[src/rtl/store_buffer_pkg.sv]
// store_buffer_pkg
// Shared types and constants for the store buffer that sits after write-back.
// Holds the drain FSM state encoding, the layout of one buffered store, and
// the D-cache request tag that every store-buffer write carries.
// No ports (package).

package store_buffer_pkg;

  // Default geometry of the store path; the top-level parameters default to these.
  localparam int SB_ADDR_W = 64;
  localparam int SB_DATA_W = 64;
  localparam int SB_TAG_W  = 13;

  // Drain state machine: idle, request presented, waiting for the write to complete.
  typedef enum logic [1:0] {
    SB_IDLE     = 2'd0,
    SB_REQ      = 2'd1,
    SB_WAIT_ACK = 2'd2
  } sb_state_t;

  // One committed store waiting to reach the D-cache.
  typedef struct packed {
    logic [SB_ADDR_W-1:0] addr;
    logic [SB_DATA_W-1:0] data;
  } sb_entry_t;

  // D-cache interface tag field encodings.
  typedef enum logic [1:0] {
    CACHE_OP_NONE  = 2'b00,
    CACHE_OP_READ  = 2'b01,
    CACHE_OP_WRITE = 2'b10,
    CACHE_OP_FLUSH = 2'b11
  } cache_op_t;

  typedef enum logic [1:0] {
    CACHE_SPACE_IO     = 2'b00,
    CACHE_SPACE_MEMORY = 2'b01
  } cache_space_t;

  typedef enum logic [1:0] {
    CACHE_KIND_INSTR = 2'b00,
    CACHE_KIND_DATA  = 2'b01
  } cache_kind_t;

  // Every store-buffer request is a data write to memory; low bits are unused id space.
  localparam logic [SB_TAG_W-1:0] SB_WRITE_TAG =
    {CACHE_OP_WRITE, CACHE_SPACE_MEMORY, CACHE_KIND_DATA, 7'b0};

endpackage

[src/rtl/sb_forward_match.sv]
// sb_forward_match
// Age-ordered address matcher used for store-to-load forwarding. Finds the
// youngest valid entry whose address equals the lookup address.
// Ports:
//   entries_i  buffered stores (array indexed by physical slot)
//   valid_i    per-slot valid mask
//   head_i     slot of the oldest entry
//   addr_i     address to look up
//   hit_o      some valid entry matches
//   index_o    slot of the youngest matching entry (head_i when no hit)

module sb_forward_match
  import store_buffer_pkg::*;
#(
  parameter int DEPTH = 4
) (
  input  sb_entry_t                    entries_i [DEPTH],
  input  logic [DEPTH-1:0]             valid_i,
  input  logic [$clog2(DEPTH)-1:0]     head_i,
  input  logic [SB_ADDR_W-1:0]         addr_i,
  output logic                         hit_o,
  output logic [$clog2(DEPTH)-1:0]     index_o
);

  localparam int PTR_W = $clog2(DEPTH);

  logic [DEPTH-1:0] slotMatch;

  // Per-slot exact address compare, masked by validity.
  for (genvar g = 0; g < DEPTH; g++) begin : gen_match
    assign slotMatch[g] = valid_i[g] && (entries_i[g].addr == addr_i);
  end

  // Walk from oldest to youngest; the last match seen is the youngest one.
  always_comb begin
    hit_o   = 1'b0;
    index_o = head_i;
    for (int k = 0; k < DEPTH; k++) begin
      if (slotMatch[head_i + PTR_W'(k)]) begin
        hit_o   = 1'b1;
        index_o = head_i + PTR_W'(k);
      end
    end
  end

endmodule

[src/rtl/store_buffer.sv]
// store_buffer
// Small FIFO of committed stores between write-back and the D-cache. Write-back
// retires stores into the buffer; a drain FSM writes them to the cache in order
// with the reqcyc/reqack/writeack handshake; younger loads get forwarded data
// from the youngest pending store to the same address.
// Ports:
//   clk, reset                  clock, asynchronous active-high reset
//   push_valid/ready/addr/data  store push from write-back
//   lookup_addr/hit/data        combinational forwarding lookup
//   empty, occupancy            buffer status
//   reqcyc/req/reqdata/reqtag   D-cache write request
//   reqack, writeack            D-cache accept / write completion

module store_buffer
  import store_buffer_pkg::*;
#(
  parameter int DEPTH  = 4,
  parameter int ADDR_W = SB_ADDR_W,
  parameter int DATA_W = SB_DATA_W,
  parameter int TAG_W  = SB_TAG_W
) (
  input  logic                     clk,
  input  logic                     reset,
  input  logic                     push_valid,
  output logic                     push_ready,
  input  logic [ADDR_W-1:0]        push_addr,
  input  logic [DATA_W-1:0]        push_data,
  input  logic [ADDR_W-1:0]        lookup_addr,
  output logic                     lookup_hit,
  output logic [DATA_W-1:0]        lookup_data,
  output logic                     empty,
  output logic [$clog2(DEPTH):0]   occupancy,
  output logic                     reqcyc,
  output logic [ADDR_W-1:0]        req,
  output logic [DATA_W-1:0]        reqdata,
  output logic [TAG_W-1:0]         reqtag,
  input  logic                     reqack,
  input  logic                     writeack
);

  localparam int PTR_W = $clog2(DEPTH);
  localparam int CNT_W = PTR_W + 1;
  localparam logic [CNT_W-1:0] FULL_COUNT = CNT_W'(DEPTH);

  sb_entry_t        entries_q [DEPTH];
  logic [PTR_W-1:0] headPtr_q, tailPtr_q;
  logic [CNT_W-1:0] count_q, count_d;
  sb_state_t        state_q, state_d;

  logic              reqcyc_q, reqcyc_d;
  logic [ADDR_W-1:0] reqAddr_q, reqAddr_d;
  logic [DATA_W-1:0] reqData_q, reqData_d;
  logic [TAG_W-1:0]  reqTag_q, reqTag_d;

  logic             pushFire;
  logic             popFire;
  logic [DEPTH-1:0] validMask;
  logic             matchHit;
  logic [PTR_W-1:0] matchIdx;

  // A full buffer refuses pushes even when a pop lands on the same edge, so
  // readiness depends only on the registered count.
  assign push_ready = (count_q != FULL_COUNT);
  assign pushFire   = push_valid && push_ready;
  assign empty      = (count_q == '0);
  assign occupancy  = count_q;

  assign reqcyc  = reqcyc_q;
  assign req     = reqAddr_q;
  assign reqdata = reqData_q;
  assign reqtag  = reqTag_q;

  // Storage slots are only ever read while valid, so they need no reset.
  always_ff @(posedge clk) begin
    if (pushFire) begin
      entries_q[tailPtr_q] <= '{addr: push_addr, data: push_data};
    end
  end

  // Drain FSM: load the head entry into the request registers from IDLE, hold
  // it through REQ, and pop on writeack (which may coincide with reqack).
  always_comb begin
    state_d   = state_q;
    reqcyc_d  = reqcyc_q;
    reqAddr_d = reqAddr_q;
    reqData_d = reqData_q;
    reqTag_d  = reqTag_q;
    popFire   = 1'b0;
    case (state_q)
      SB_IDLE: begin
        if (count_q != '0) begin
          state_d   = SB_REQ;
          reqcyc_d  = 1'b1;
          reqAddr_d = entries_q[headPtr_q].addr;
          reqData_d = entries_q[headPtr_q].data;
          reqTag_d  = SB_WRITE_TAG;
        end
      end
      SB_REQ: begin
        if (reqack) begin
          reqcyc_d = 1'b0;
          if (writeack) begin
            popFire = 1'b1;
            state_d = SB_IDLE;
          end else begin
            state_d = SB_WAIT_ACK;
          end
        end
      end
      SB_WAIT_ACK: begin
        if (writeack) begin
          popFire = 1'b1;
          state_d = SB_IDLE;
        end
      end
      default: begin
        state_d  = SB_IDLE;
        reqcyc_d = 1'b0;
      end
    endcase
  end

  // Occupancy bookkeeping; a simultaneous push and pop leaves the count alone.
  always_comb begin
    count_d = count_q;
    unique case ({pushFire, popFire})
      2'b10:   count_d = count_q + CNT_W'(1);
      2'b01:   count_d = count_q - CNT_W'(1);
      default: count_d = count_q;
    endcase
  end

  // Pointers, count, FSM state and request registers; reset abandons any
  // in-flight cache transaction immediately.
  always_ff @(posedge clk or posedge reset) begin
    if (reset) begin
      headPtr_q <= '0;
      tailPtr_q <= '0;
      count_q   <= '0;
      state_q   <= SB_IDLE;
      reqcyc_q  <= 1'b0;
      reqAddr_q <= '0;
      reqData_q <= '0;
      reqTag_q  <= '0;
    end else begin
      if (pushFire) begin
        tailPtr_q <= tailPtr_q + PTR_W'(1);
      end
      if (popFire) begin
        headPtr_q <= headPtr_q + PTR_W'(1);
      end
      count_q   <= count_d;
      state_q   <= state_d;
      reqcyc_q  <= reqcyc_d;
      reqAddr_q <= reqAddr_d;
      reqData_q <= reqData_d;
      reqTag_q  <= reqTag_d;
    end
  end

  // A slot is valid when its distance from head (mod DEPTH) is below count;
  // the head stays valid while its write is in flight.
  for (genvar g = 0; g < DEPTH; g++) begin : gen_valid
    logic [PTR_W-1:0] age;
    assign age          = PTR_W'(g) - headPtr_q;
    assign validMask[g] = ({1'b0, age} < count_q);
  end

  sb_forward_match #(
    .DEPTH (DEPTH)
  ) u_forward_match (
    .entries_i (entries_q),
    .valid_i   (validMask),
    .head_i    (headPtr_q),
    .addr_i    (lookup_addr),
    .hit_o     (matchHit),
    .index_o   (matchIdx)
  );

  assign lookup_hit  = matchHit;
  assign lookup_data = matchHit ? entries_q[matchIdx].data : '0;

  // Internal consistency checks.
  a_no_push_when_full: assert property (
    @(posedge clk) disable iff (reset) (count_q == FULL_COUNT) |-> !pushFire
  );

  a_req_stable: assert property (
    @(posedge clk) disable iff (reset)
      (reqcyc && !reqack) |=> ($stable(req) && $stable(reqdata))
  );

endmodule

[config.mk]
export PLATFORM = sky130hd
export DESIGN_NAME = store_buffer
export DESIGN_NICKNAME = d
export VERILOG_FILES = /design/src/rtl/store_buffer_pkg.sv /design/src/rtl/sb_forward_match.sv /design/src/rtl/store_buffer.sv
export SDC_FILE = /design/constraint.sdc
export NUM_CORES = 1
export LEC_CHECK = 0
export ABC_AREA = 1
export CORE_AREA = 2 2 391 238
export CTS_BUF_LIST = sky130_fd_sc_hd__clkbuf_4
export CTS_CLUSTER_DIAMETER = 60
export DETAILED_ROUTE_END_ITERATION = 6
export DIE_AREA = 0 0 393 240
export MAX_ROUTING_LAYER = met4
export PLACE_DENSITY_LB_ADDON = 0.3
export SYNTH_ARGS = -nofsm -noshare
export SYNTH_HDL_FRONTEND = slang
export SYNTH_SLANG_ARGS = --single-unit
export TNS_END_PERCENT = 100
[constraint.sdc]
create_clock -name clk -period 7.4 [get_ports clk]
set_input_delay 1.11 -clock clk [delete_from_list [all_inputs] [get_ports clk]]
set_output_delay 1.11 -clock clk [all_outputs]
set_load 0.02 [all_outputs]
==> qor.csv <==
stage,metric,value,unit
outcome,status,completed,
synth,complex-gate fraction of the synthesized area,5.13,%
synth,Synth Area in Simple Gates,23.5,%
drt,Vias,24800,
floorplanning,IO Pins,409,
placed_design,gp weighted congestion,0.849,
worst_setup_path,cell mode on critical path,nand3_1,
grt,All-Layer GR Usage,21.7,%
timing,worst slew pin tran,1150,ps
synth,Synth Area in Adders,0.540,%
drt,Post-route DRC,0,
synth,Synth Area in XOR/XNOR,3.75,%
worst_setup_path,RR Endpoint,entries_q[470],
drt,DRT Wirelength,100000,um
worst_setup_path,Crit Path Category,reg -> out,
synth,synthesis warning total,0,
timing,Fmax,147,MHz
clock_tree,CTS Root Buffer Type,clkbuf_4,
grt,antenna violations before repair,12,
synth,Syn Inst Count,3338,
timing,Final WS setup,577,ps
floorplanning,initial core utilization,34.7,%
clock_tree,TritonCTS Sinks,651,
grt,vias in the first global route,24000,
floorplanning,Die X,393,um
grt,global-route wire length before repair,148000,um
timing,Final Hold Fails,0,
timing,endpoints failing setup,0,
timing,Final Max Tran Viols,0,
timing,RSZ-0062 raised after global routing,no,
floorplanning,site row count,86,
hold_path,Hold Path Sink,reqdata[50],
synth,mux contribution to synthesized area,0,%
placed_design,Buffers on Ports,398,
power,VDD IR max,0.000358,V
worst_setup_path,crit start category,flop,
synth,"flops & latches, synth",651,
hold_path,HP Start,reqdata[50],
cells_and_area,final core utilization,42.8,%
clock_tree,CTS tree,done,
cells_and_area,Total Nets Final,3984,
clock_tree,clock-pin slew on the worst setup and hold paths,60,ps
drt,DR pass1 iterations,5,
timing,worst rel slew slack,23.7,%
floorplanning,total die area,94300,um^2
drt,Post-DRT Antenna Nets,0,
worst_setup_path,Critical R2R Launch,occupancy[0],
synth,"Seq/Total Area, Yosys",59.8,%
worst_setup_path,worst path bufs/invs,5,
synth,Synth Area per Inst,9.44,um^2
clock_tree,htree depth,4,
worst_setup_path,CP max stage delay,660,ps
synth,Cell variety after synth,41,
drt,DR vias/cell,4.80,
power,power density cells,490,nW/um^2
hold_path,Hold WC Path Type,reg -> reg,
grt,grt ovf,0,
hold_path,WHS Path Cells,2,
power,leakage power,16.2,nW
cells_and_area,area grow syn2layout,23.6,%
floorplanning,Core Area,90900,um^2
worst_setup_path,Worst Path Arrival,5710,ps
floorplanning,chip height,240,um
drt,violation count after the first detailed-route iteration,1832,
worst_setup_path,"setup slack, reg-to-reg",4080,ps
clock_tree,CTS Buf Count,161,
worst_setup_path,Critical Path Sink Type,output pin,
timing,setup_tns,0,ps
drt,Routed WL per cell,19.4,um
timing,clock skew,68.8,ps
job,Maximum Capacitance Violations,0,
worst_setup_path,FF-to-FF path depth,5,
synth,post-synthesis cell area,31500,um^2
timing,final worst-path cycle share,92.2,%
cells_and_area,share of layout cells above drive strength 1,10.8,%
worst_setup_path,Crit-path slowest cell,clkdlybuf4s50_1,
placed_design,Detailed Place HPWL,62600,um
worst_setup_path,critical-path maximum fanout,54,
worst_setup_path,critical path's top delay family,simple AND/OR/NAND/NOR gates,
clock_tree,clk_lat worst skew,1100,ps
cells_and_area,Fillers,8812,
worst_setup_path,crit-path cells,nand2_2 > inv_4 > nor2_2 > inv_1 > ha_1 > a21boi_0 > o21ai_0 > nand3_1 > nor2_1 > nand3_1 > nand2_1 > nand3_1 > nand2_1 > inv_2 > nand3_4 > nand2_4 > buf_12 > nand2_1 > nand3_1 > a21oi_1 > clkdlybuf4s50_1,
grt,pin count of the biggest net entering global routing,129,
clock_tree,clk buf depth,3,
worst_setup_path,Worst EP required,6290,ps
timing,Final min period,6820,ps
placed_design,post-place setup slack,868,ps
synth,combinational family with the most area after synthesis,simple AND/OR/NAND/NOR gates,
## registers in the layout, indices dropped and copies added, names as in the netlist
| name | cells |
|---|---|
| entries_q | 512 |
| reqcyc | 1 |
| tailPtr_q | 2 |
| headPtr_q | 2 |
| occupancy | 3 |
| state_q | 2 |
| reqtag | 1 |
| reqdata | 64 |
| req | 64 |
## cells in the final DEF (no fill, tap or decap), types with 6 or more instances in the layout
master	n
conb_1	10
inv_2	35
buf_4	27
clkinv_2	9
o21ai_0	11
diode_2	18
clkdlybuf4s50_1	398
inv_1	341
buf_12	8
nand3b_1	62
clkbuf_4	246
xor2_1	63
o2111ai_1	110
nor2_1	137
nor2_4	8
nand2_1	1271
dfrtp_1	138
clkinv_1	31
a21oi_1	50
ha_1	12
nand3_1	227
edfxtp_1	512
xnor2_1	72
or2_2	22
a21oi_2	21
nand4_1	19
bufinv_16	6
nand2_2	15
## worst max-delay path by stage
stage | start | slack (ps) | cells after the start | end
after CTS | headPtr_q[0] | 230 | 21 | lookup_data[11]
final | headPtr_q[1] | 580 | 21 | lookup_data[11]
after global placement | lookup_addr[44] | 880 | 21 | lookup_data[11]
after detailed placement | lookup_addr[44] | 870 | 21 | lookup_data[11]
after global routing | headPtr_q[1] | 160 | 20 | lookup_data[11]
after floorplan | push_valid | 160 | 2 | entries_q[0]
## routing by layer
metal  vias up  GRT usage, %  part of all wire (%)
met5         -             -                     0
met4         0          5.81                   1.7
met3       150          5.41                   7.7
met2       891          31.2                    44
met1     11800          30.5                    47
li1      11900             -                     -
## synth_stat cells (all sizes together)
master	number	share of area [%]
a21boi	1	0.024
a21oi	71	1.4
a221oi	5	0.14
a22o	1	0.028
a22oi	5	0.12
a41oi	5	0.14
buf	79	1.7
clkbuf	90	1.1
clkinv	1	0.012
conb	1	0.012
dfrtp	139	11
edfxtp	512	49
fa	1	0.064
ha	12	0.48
inv	379	4.5
nand2	1289	16
nand3	232	3.8
nand3b	62	1.5
nand4	19	0.38
nor2	147	1.8
nor3	4	0.064
o2111ai	110	3.1
o21ai	13	0.21
o22ai	1	0.020
o31ai	1	0.024
or2	23	0.46
xnor2	72	2.0
xor2	63	1.8
## repair_timing
item	in CTS	in global routing
setup buffers	0	0
gates resized for setup	0	1
hold buffers	0	0
endpoints found under the setup margin	0	1
## where the power goes
group / switching, mW / internal [mW] / total, mW
clock: 1.56 / 1.74 / 3.30
combinational: 6.75 / 3.56 / 10.3
sequential: 0.489 / 4.97 / 5.46
total: 8.80 / 10.3 / 19.1
## per-stage QoR
step                      instance area, um^2  power, mW  hold WS (ps)  instances
after floorplan                         31500       11.7           477       3347
after global placement                  36600       15.9           463       4843
after detailed placement                36600       15.9           464       4843
after CTS                               38900       19.3           388       5143
after global routing                    38900       20.3           427       5159
final                                   39000       19.1           477       5161
## layout make-up
| type | instances | area (um^2) | area share (%) |
|---|---|---|---|
| repair buffers | 433 | 4350 | 11.2 |
| clock inverters | 54 | 412 | 1.06 |
| multi-input cells | 2147 | 10500 | 26.9 |
| well taps | 1232 | 1540 | 3.96 |
| flip-flops and latches | 651 | 18900 | 48.4 |
| inverters | 380 | 1440 | 3.69 |
| diodes | 18 | 45.0 | 0.116 |
| clock buffers | 246 | 1850 | 4.74 |
## worst min-delay path, stage by stage, from the launching register on
cell,delay (ps)
dfrtp_1,340
nand2_1,50
nand2_1,50
## logic make-up after synthesis
kind of cell / count (synthesis)
AO/OA/AOI/OAI: 213
buffers and inverters: 549
XOR/XNOR: 135
adder cells (fa/ha/maj): 13
flip-flops: 651
other: 1
AND/OR/NAND/NOR: 1776
Note: power is estimated with default switching activity, not from simulation.
